File: src/rtl/pci_arbiter.sv
// rtl/pci_arbiter.sv - four-master PCI round-robin arbiter with grant timeout
// Optional bus parking is selected with the PCI_ARB_PARK_EN macro.
module pci_arbiter #(
  parameter int TIMEOUT = 16,
  parameter int NREQ    = 4
) (
  input  logic            clk,
  input  logic            rst,
  input  logic [NREQ-1:0] req,
  output logic [NREQ-1:0] gnt,
  input  logic            frame,
  input  logic            irdy,
  output logic [1:0]      owner,
  output logic            bus_idle,
  output logic            timeout_err
);

  localparam logic [2:0] ST_IDLE = 3'd0;
  localparam logic [2:0] ST_GNT  = 3'd1;
  localparam logic [2:0] ST_BUSY = 3'd2;
  localparam logic [2:0] ST_TURN = 3'd3;
`ifdef PCI_ARB_PARK_EN
  localparam logic [2:0] ST_PARK = 3'd4;
`endif

  localparam int              CW       = $clog2(TIMEOUT) + 1;
  localparam logic [CW-1:0]   CNT_LAST = CW'(TIMEOUT - 1);
  localparam logic [NREQ-1:0] ONE      = NREQ'(1);

  logic [2:0]      state;
  logic [CW-1:0]   wait_cnt;
  logic [1:0]      winner;
  logic            any_req;
  logic            other_req;
  logic            found;
  logic [1:0]      idx;
  logic [NREQ-1:0] own_mask;

  // Round-robin search begins just after the current owner and wraps back to it.
  always_comb begin
    winner  = owner;
    found   = 1'b0;
    idx     = '0;
    any_req = (req != '1);
    for (int k = 1; k <= NREQ; k++) begin
      idx = owner + k[1:0];
      if (!found && !req[idx]) begin
        winner = idx;
        found  = 1'b1;
      end
    end
  end

  assign own_mask  = ONE << owner;
  assign other_req = ((req | own_mask) != '1);

  always_ff @(posedge clk or negedge rst) begin
    if (!rst) begin
      state       <= ST_IDLE;
      gnt         <= '1;
      owner       <= 2'd3;
      bus_idle    <= 1'b1;
      timeout_err <= 1'b0;
      wait_cnt    <= '0;
    end else begin
      bus_idle    <= frame & irdy;
      timeout_err <= 1'b0;
      case (state)
        ST_IDLE: begin
          if (any_req) begin
            gnt      <= ~(ONE << winner);
            owner    <= winner;
            wait_cnt <= '0;
            state    <= ST_GNT;
          end
        end
        ST_GNT: begin
          if (!frame) begin
            state <= ST_BUSY;
          end else if (req[owner]) begin
            gnt   <= '1;
            state <= ST_TURN;
          end else if (wait_cnt == CNT_LAST) begin
            timeout_err <= 1'b1;
            gnt         <= '1;
            state       <= ST_TURN;
          end else if (wait_cnt != '1) begin
            wait_cnt <= wait_cnt + 1'b1;
          end
        end
        ST_BUSY: begin
          // Preemption only drops the grant; the owner keeps the bus until it idles.
          if (other_req) begin
            gnt <= '1;
          end
          if (bus_idle) begin
            if (other_req || gnt[owner] || req[owner]) begin
              gnt   <= '1;
              state <= ST_TURN;
            end else begin
              wait_cnt <= '0;
              state    <= ST_GNT;
            end
          end
        end
        ST_TURN: begin
          // The single all-high TURN clock is the dead cycle, so arbitrate on its exit.
          if (any_req) begin
            gnt      <= ~(ONE << winner);
            owner    <= winner;
            wait_cnt <= '0;
            state    <= ST_GNT;
          end else begin
`ifdef PCI_ARB_PARK_EN
            gnt   <= ~own_mask;
            state <= ST_PARK;
`else
            state <= ST_IDLE;
`endif
          end
        end
`ifdef PCI_ARB_PARK_EN
        ST_PARK: begin
          if (any_req) begin
            if (winner == owner) begin
              wait_cnt <= '0;
              state    <= ST_GNT;
            end else begin
              gnt   <= '1;
              state <= ST_TURN;
            end
          end
        end
`endif
        default: begin
          gnt   <= '1;
          state <= ST_IDLE;
        end
      endcase
    end
  end

endmodule

File: config.mk
export PLATFORM = sky130hd
export DESIGN_NAME = pci_arbiter
export DESIGN_NICKNAME = d
export VERILOG_FILES = /design/src/rtl/pci_arbiter.sv
export SDC_FILE = /design/constraint.sdc
export NUM_CORES = 1
export LEC_CHECK = 0
export BUFFER_PORTS_ARGS = -buffer_cell sky130_fd_sc_hd__buf_2
export CORE_ASPECT_RATIO = 0.7
export CORE_UTILIZATION = 51
export DETAILED_ROUTE_END_ITERATION = 8
export PLACE_DENSITY = 0.8
export SLEW_MARGIN = 20
export SYNTH_ARGS = -nofsm -noshare
export SYNTH_HDL_FRONTEND = slang
export SYNTH_SLANG_ARGS = --single-unit
export TNS_END_PERCENT = 10
File: constraint.sdc
create_clock -name clk -period 2.4 [get_ports clk]
set_clock_uncertainty 0.1 [all_clocks]
set_input_delay 0.24 -clock clk [delete_from_list [all_inputs] [get_ports clk]]
set_output_delay 0.24 -clock clk [all_outputs]
set_load 0.02 [all_outputs]
# Yosys cells after proc, flatten, opt, wreduce, memory -nomap -nowiden

Index checks and enable logic that the tools add are counted.

Add/sub/neg operators: 4
Magnitude comparators: 4
Equality and inequality tests: 17
Muxes and demuxes: 45
Bitwise operators: 3
Multiply operators: 0
Divide/modulo/power cells: 0
Reductions and logical operators: 17
Shift-type cells: 2

Operator list:

| cell                                                                  | number |
|---|---|
| 5-bit 2-to-1 mux                                                      | 7 |
| 4-bit 2-to-1 mux                                                      | 7 |
| 3-bit 2-to-1 mux                                                      | 5 |
| 5-bit one-hot mux with 3 select lines                                 | 1 |
| 2-bit inequality test, second input constant                          | 7 |
| 1-bit 2-to-1 mux                                                      | 13 |
| 2-bit by 3-bit < comparator with 1-bit output, second input constant  | 4 |
| 4-bit inequality test, second input constant                          | 3 |
| 3-bit one-hot mux with 4 select lines                                 | 1 |
| 4-bit one-hot mux with 3 select lines                                 | 1 |
| 1-bit binary-select mux with 2-bit select                             | 5 |
| 2-bit 2-to-1 mux                                                      | 5 |
| 8-bit AND reduction                                                   | 1 |
| 1-bit by 2-bit left shift with 4-bit output, first input constant     | 2 |
| 3-bit by 2-bit equality test with 1-bit output, second input constant | 2 |
| 3-bit AND reduction                                                   | 2 |
| 5-bit by 1-bit adder with 5-bit output, second input constant         | 1 |
| 5-bit by 4-bit equality test with 1-bit output, second input constant | 1 |
| 1-bit logical NOT                                                     | 5 |
| 5-bit inequality test, second input constant                          | 1 |
| 2-bit adder, second input constant                                    | 2 |
| 4-bit NOT                                                             | 1 |
| 4-bit bitwise OR                                                      | 1 |
| 3-bit by 1-bit equality test with 1-bit output, second input constant | 1 |
| 10 further kinds                                                      | 13 |

Memories: 0
Input port bits: 8
Output and inout bits: 8
Memory bits (read-only): 0
Register bits after elaboration: 16
RAM bits: 0
Latch bits: 0

# Depth between registers and ports, before layout

Depth in word-level cells: 16
Gate-level depth with buffers: 8
Gate-level depth less buffers: 7

# Least setup slack after synthesis

Ideal clock, no wire load.

Kind: register to register
From: reg owner[0]
To: reg wait_cnt[3]
Setup time: 0.069 ns
Stages on the path, launching flop included: 6
Clock period less this slack: 2.629 ns
Data arrival time: 2.460 ns
Path buffers: 0
Slack: -0.229 ns
Cells stage by stage: dfstp_2 > mux4_2 > o41ai_4 > o2111ai_4 > or4_1 > nand3_1

Longest elaborated chain between the ends: 7
Elaborated cells on any way between the ends: 12
Those cells by class: eq/ne (3); shift (1); mux (4); bitwise (1); reduce/logical (3)

RTL lines:

| item                                        | RTL line | RTL |
|---|---|---|
| start: declaration                          | 13       | `output logic [1:0] owner,` |
| start signal: assignment                    | 72       | `owner <= winner;` |
| start signal: assignment                    | 110      | `owner <= winner;` |
| 1-bit by 2-bit left shift with 4-bit output | 54       | `assign own_mask = ONE << owner;` |
| 4-bit bitwise OR                            | 55       | `assign other_req = ((req \| own_mask) != '1);` |
| 4-bit inequality test                       | 55       |  |
| 1-bit logical OR (2 in a row)               | 97       | `if (other_req \|\| gnt[owner] \|\| req[owner]) begin` |
| 2-bit inequality test (no source line)      | --       |  |
| 8-bit AND reduction (no source line) *      | --       |  |
| end signal: assignment                      | 88       | `wait_cnt <= wait_cnt + 1'b1;` |
| end: declaration                            | 31       | `logic [CW-1:0] wait_cnt;` |

Mark *: on every way between the ends. The rest lies on a longest branch, timed or not. The select of a mux whose other input is x is not followed.
A chain may end at the register's enable or synchronous reset.

# Worst setup path in the final report

From: reg owner[0]
To: reg wait_cnt[0]

Same word-level chain as after synthesis.

==> results.json <==
{
  "status": "finished, violations left",
  "violations": "negative setup slack",
  "grt_pass1_vias": 1005,
  "arrival_ns": 2.50,
  "seqCellArea_um2": 384,
  "synthFlopType": "dfrtp_1",
  "dp_cells": 176,
  "power.leakage_uw": 0.000641,
  "slew_viol_final": 0,
  "power_uw": 2170,
  "cp-startpoint": "owner[0]",
  "grt_use_total": 0.256,
  "crit_fanout": 8,
  "cts_buffer_depth": 2,
  "die-area_mm2": 0.00258,
  "worst_setup_path_end_kind": "flop",
  "path_buf_inv": 1,
  "path_delay_family": "multiplexers",
  "top_usage_layer": "met1",
  "avgSynthCellArea_um2": 9.88,
  "worstSetupPathType": "reg2reg",
  "slowest_delay_ns": 0.58,
  "dp_hpwl_um": 2160,
  "cp_slowest_cell": "dfstp_2",
  "finalSetupViolCount": 4,
  "wl_per_cell_um": 15.9,
  "cts.sinks": 15,
  "drive_gt1_frac": 0.347,
  "htreeDepth": 1,
  "grt_use_met1": 0.385,
  "cts_tree": "built",
  "timing.rr.start": "owner[0]",
  "drv_cap": 0,
  "fin_ws_ns": -0.0278,
  "clock_latency_ns": 0.30,
  "area_growth_pct": 18.6,
  "fp-row-count": 14,
  "slew-limit-headroom": 0.743,
  "ys_seq_elements": 15,
  "rsz0062_at_grt": "true",
  "peakVddDrop_v": 0.000958,
  "cp.depth": 5,
  "synth-edff-count": 0,
  "grt_max_degree": 16,
  "final_cell_mix": "buf_2 (15), ha_1 (11), nor2_1 (10)",
  "powerDensity_mw_per_mm2": 1500,
  "worstMarginPinSlew_ns": 0.376,
  "routed_wirelength_um": 2900,
  "drc_errors": 0,
  "period_minus_slack_ns": 2.43,
  "syn-num-nets": 142,
  "portBuffers": 15,
  "gp_congestion": 0.900,
  "clkTransAtPathRegs_ns": 0.11,
  "crit_chain": "mux4_2, o41ai_4, o2111ai_4, buf_6, mux2_2",
  "final.period_utilization": 1.01,
  "whs_path_depth": 2,
  "antenna_cells": 0,
  "yosys_warnings": 0,
  "cts_buffers": 3,
  "gr-usage-met3": 0.0762,
  "vias": 1062,
  "syn_area_mm2": 0.00121,
  "start_kind": "flop",
  "min_path_type": "in2reg",
  "drt_iter0_markers": 44,
  "nNetsFinal": 170,
  "ant_nets": 0,
  "via_per_inst": 5.84,
  "async_flop_share": 1.00,
  "die_h_um": 42.8,
  "drt-pass1-iter-count": 4,
  "synth_cell_type_count": 41,
  "multi_input_area_um2": 777,
  "io-pin-count": 16,
  "die_w_um": 60.3,
  "seq_area_frac_synth": 0.316,
  "netlist_instances": 123,
  "core_mm2": 0.00219,
  "root_buffer": "clkbuf_4",
  "worstRegToRegCells": 5,
  "grt_pass1_wl_um": 4800,
  "gr-total-overflow": 0,
  "fillerInstances": 182,
  "final_hold_viol_count": 0,
  "finalNonFillerCells": 182,
  "hp-start": "irdy",
  "fmax_ghz": 0.412,
  "antenna_found_initial": 0,
  "layout_commonest_cell": "buf_2",
  "start_util": 0.555,
  "required_ns": 2.47,
  "met2_usage": 0.356
}
==> final timing paths <==
check	endpoint	slack, ns
setup / recovery	wait_cnt[0]	-0.03
min in group asynchronous	state[0]	0.26
max in group asynchronous	gnt[1]	1.61
setup reg to reg	wait_cnt[0]	-0.03
hold / removal	bus_idle	0.05
hold reg to reg	wait_cnt[2]	0.42
==> layout make-up <==
type,count,area share
Inverter,10,0.0260
Multi-Input combinational cell,94,0.539
Sequential cell,15,0.266
Clock inverter,1,0.00347
Timing Repair Buffer,27,0.122
Tap cell,32,0.0278
Clock buffer,3,0.0156
==> flip-flops by register name, summed over array words and instances (netlist names) <==
signal       cells
state            2
owner            2
timeout_err      1
bus_idle         1
gnt              4
wait_cnt         5
==> timing repair <==
action,in CTS,in global routing
hold buffers,1,0
buffers inserted,1,0
endpoints found under the setup margin,6,8
pin swaps,1,2
endpoints found under the hold margin,8,0
gates resized for setup,3,2
==> metal layers <==
layer,vias to the layer above,routed length (µm)
li1,516,-
met1,504,1400
met2,40,1310
met3,2,183
met4,0,11
met5,-,0
==> Yosys cell counts, types with 3 or more instances <==
master | n | area share
inv_1 | 9 | 0.028
nand3_1 | 6 | 0.025
a21oi_1 | 7 | 0.029
dfstp_2 | 7 | 0.15
ha_1 | 11 | 0.11
a311oi_1 | 3 | 0.022
o21ai_0 | 3 | 0.012
mux4_2 | 4 | 0.074
o21ai_1 | 4 | 0.016
nand2_1 | 9 | 0.028
mux2_2 | 4 | 0.037
nor2_1 | 10 | 0.031
dfrtp_1 | 8 | 0.16
==> report_power, final <==
| part | switching [µW] | internal (µW) |
|---|---|---|
| clock network | 90.4 | 62.1 |
| registers | 107 | 394 |
| logic | 820 | 694 |
==> stage by stage <==
step / hold slack, ns / TNS [ns] / utilization / instance area, µm² / worst slack, ns
2_1_floorplan: -0.156 / -0.329 / - / 1220 / -0.103
3_3_place_gp: 0.0619 / 0 / 0.630 / 1380 / 0.0155
3_5_place_dp: 0.0669 / -0.0732 / 0.630 / 1380 / -0.0402
4_1_cts: 0.0517 / -0.0280 / 0.656 / 1440 / -0.0172
5_1_grt: 0.0507 / -0.390 / 0.658 / 1440 / -0.0820
6_report: 0.0528 / -0.0759 / 0.658 / 1440 / -0.0278
==> cell families (layout without fill, tap and decap cells) <==
group	after synthesis	after routing	synth area share
muxes	10	10	0.128
and+or+nand+nor	35	35	0.136
adders and majority gates	11	11	0.113
DFF	15	15	0.316
xor gates and xnor gates	2	2	0.0144
buffers and inverters	14	41	0.0515
AOI/OAI and AO/OA	36	36	0.241
Power figures use the tool's default switching activity.
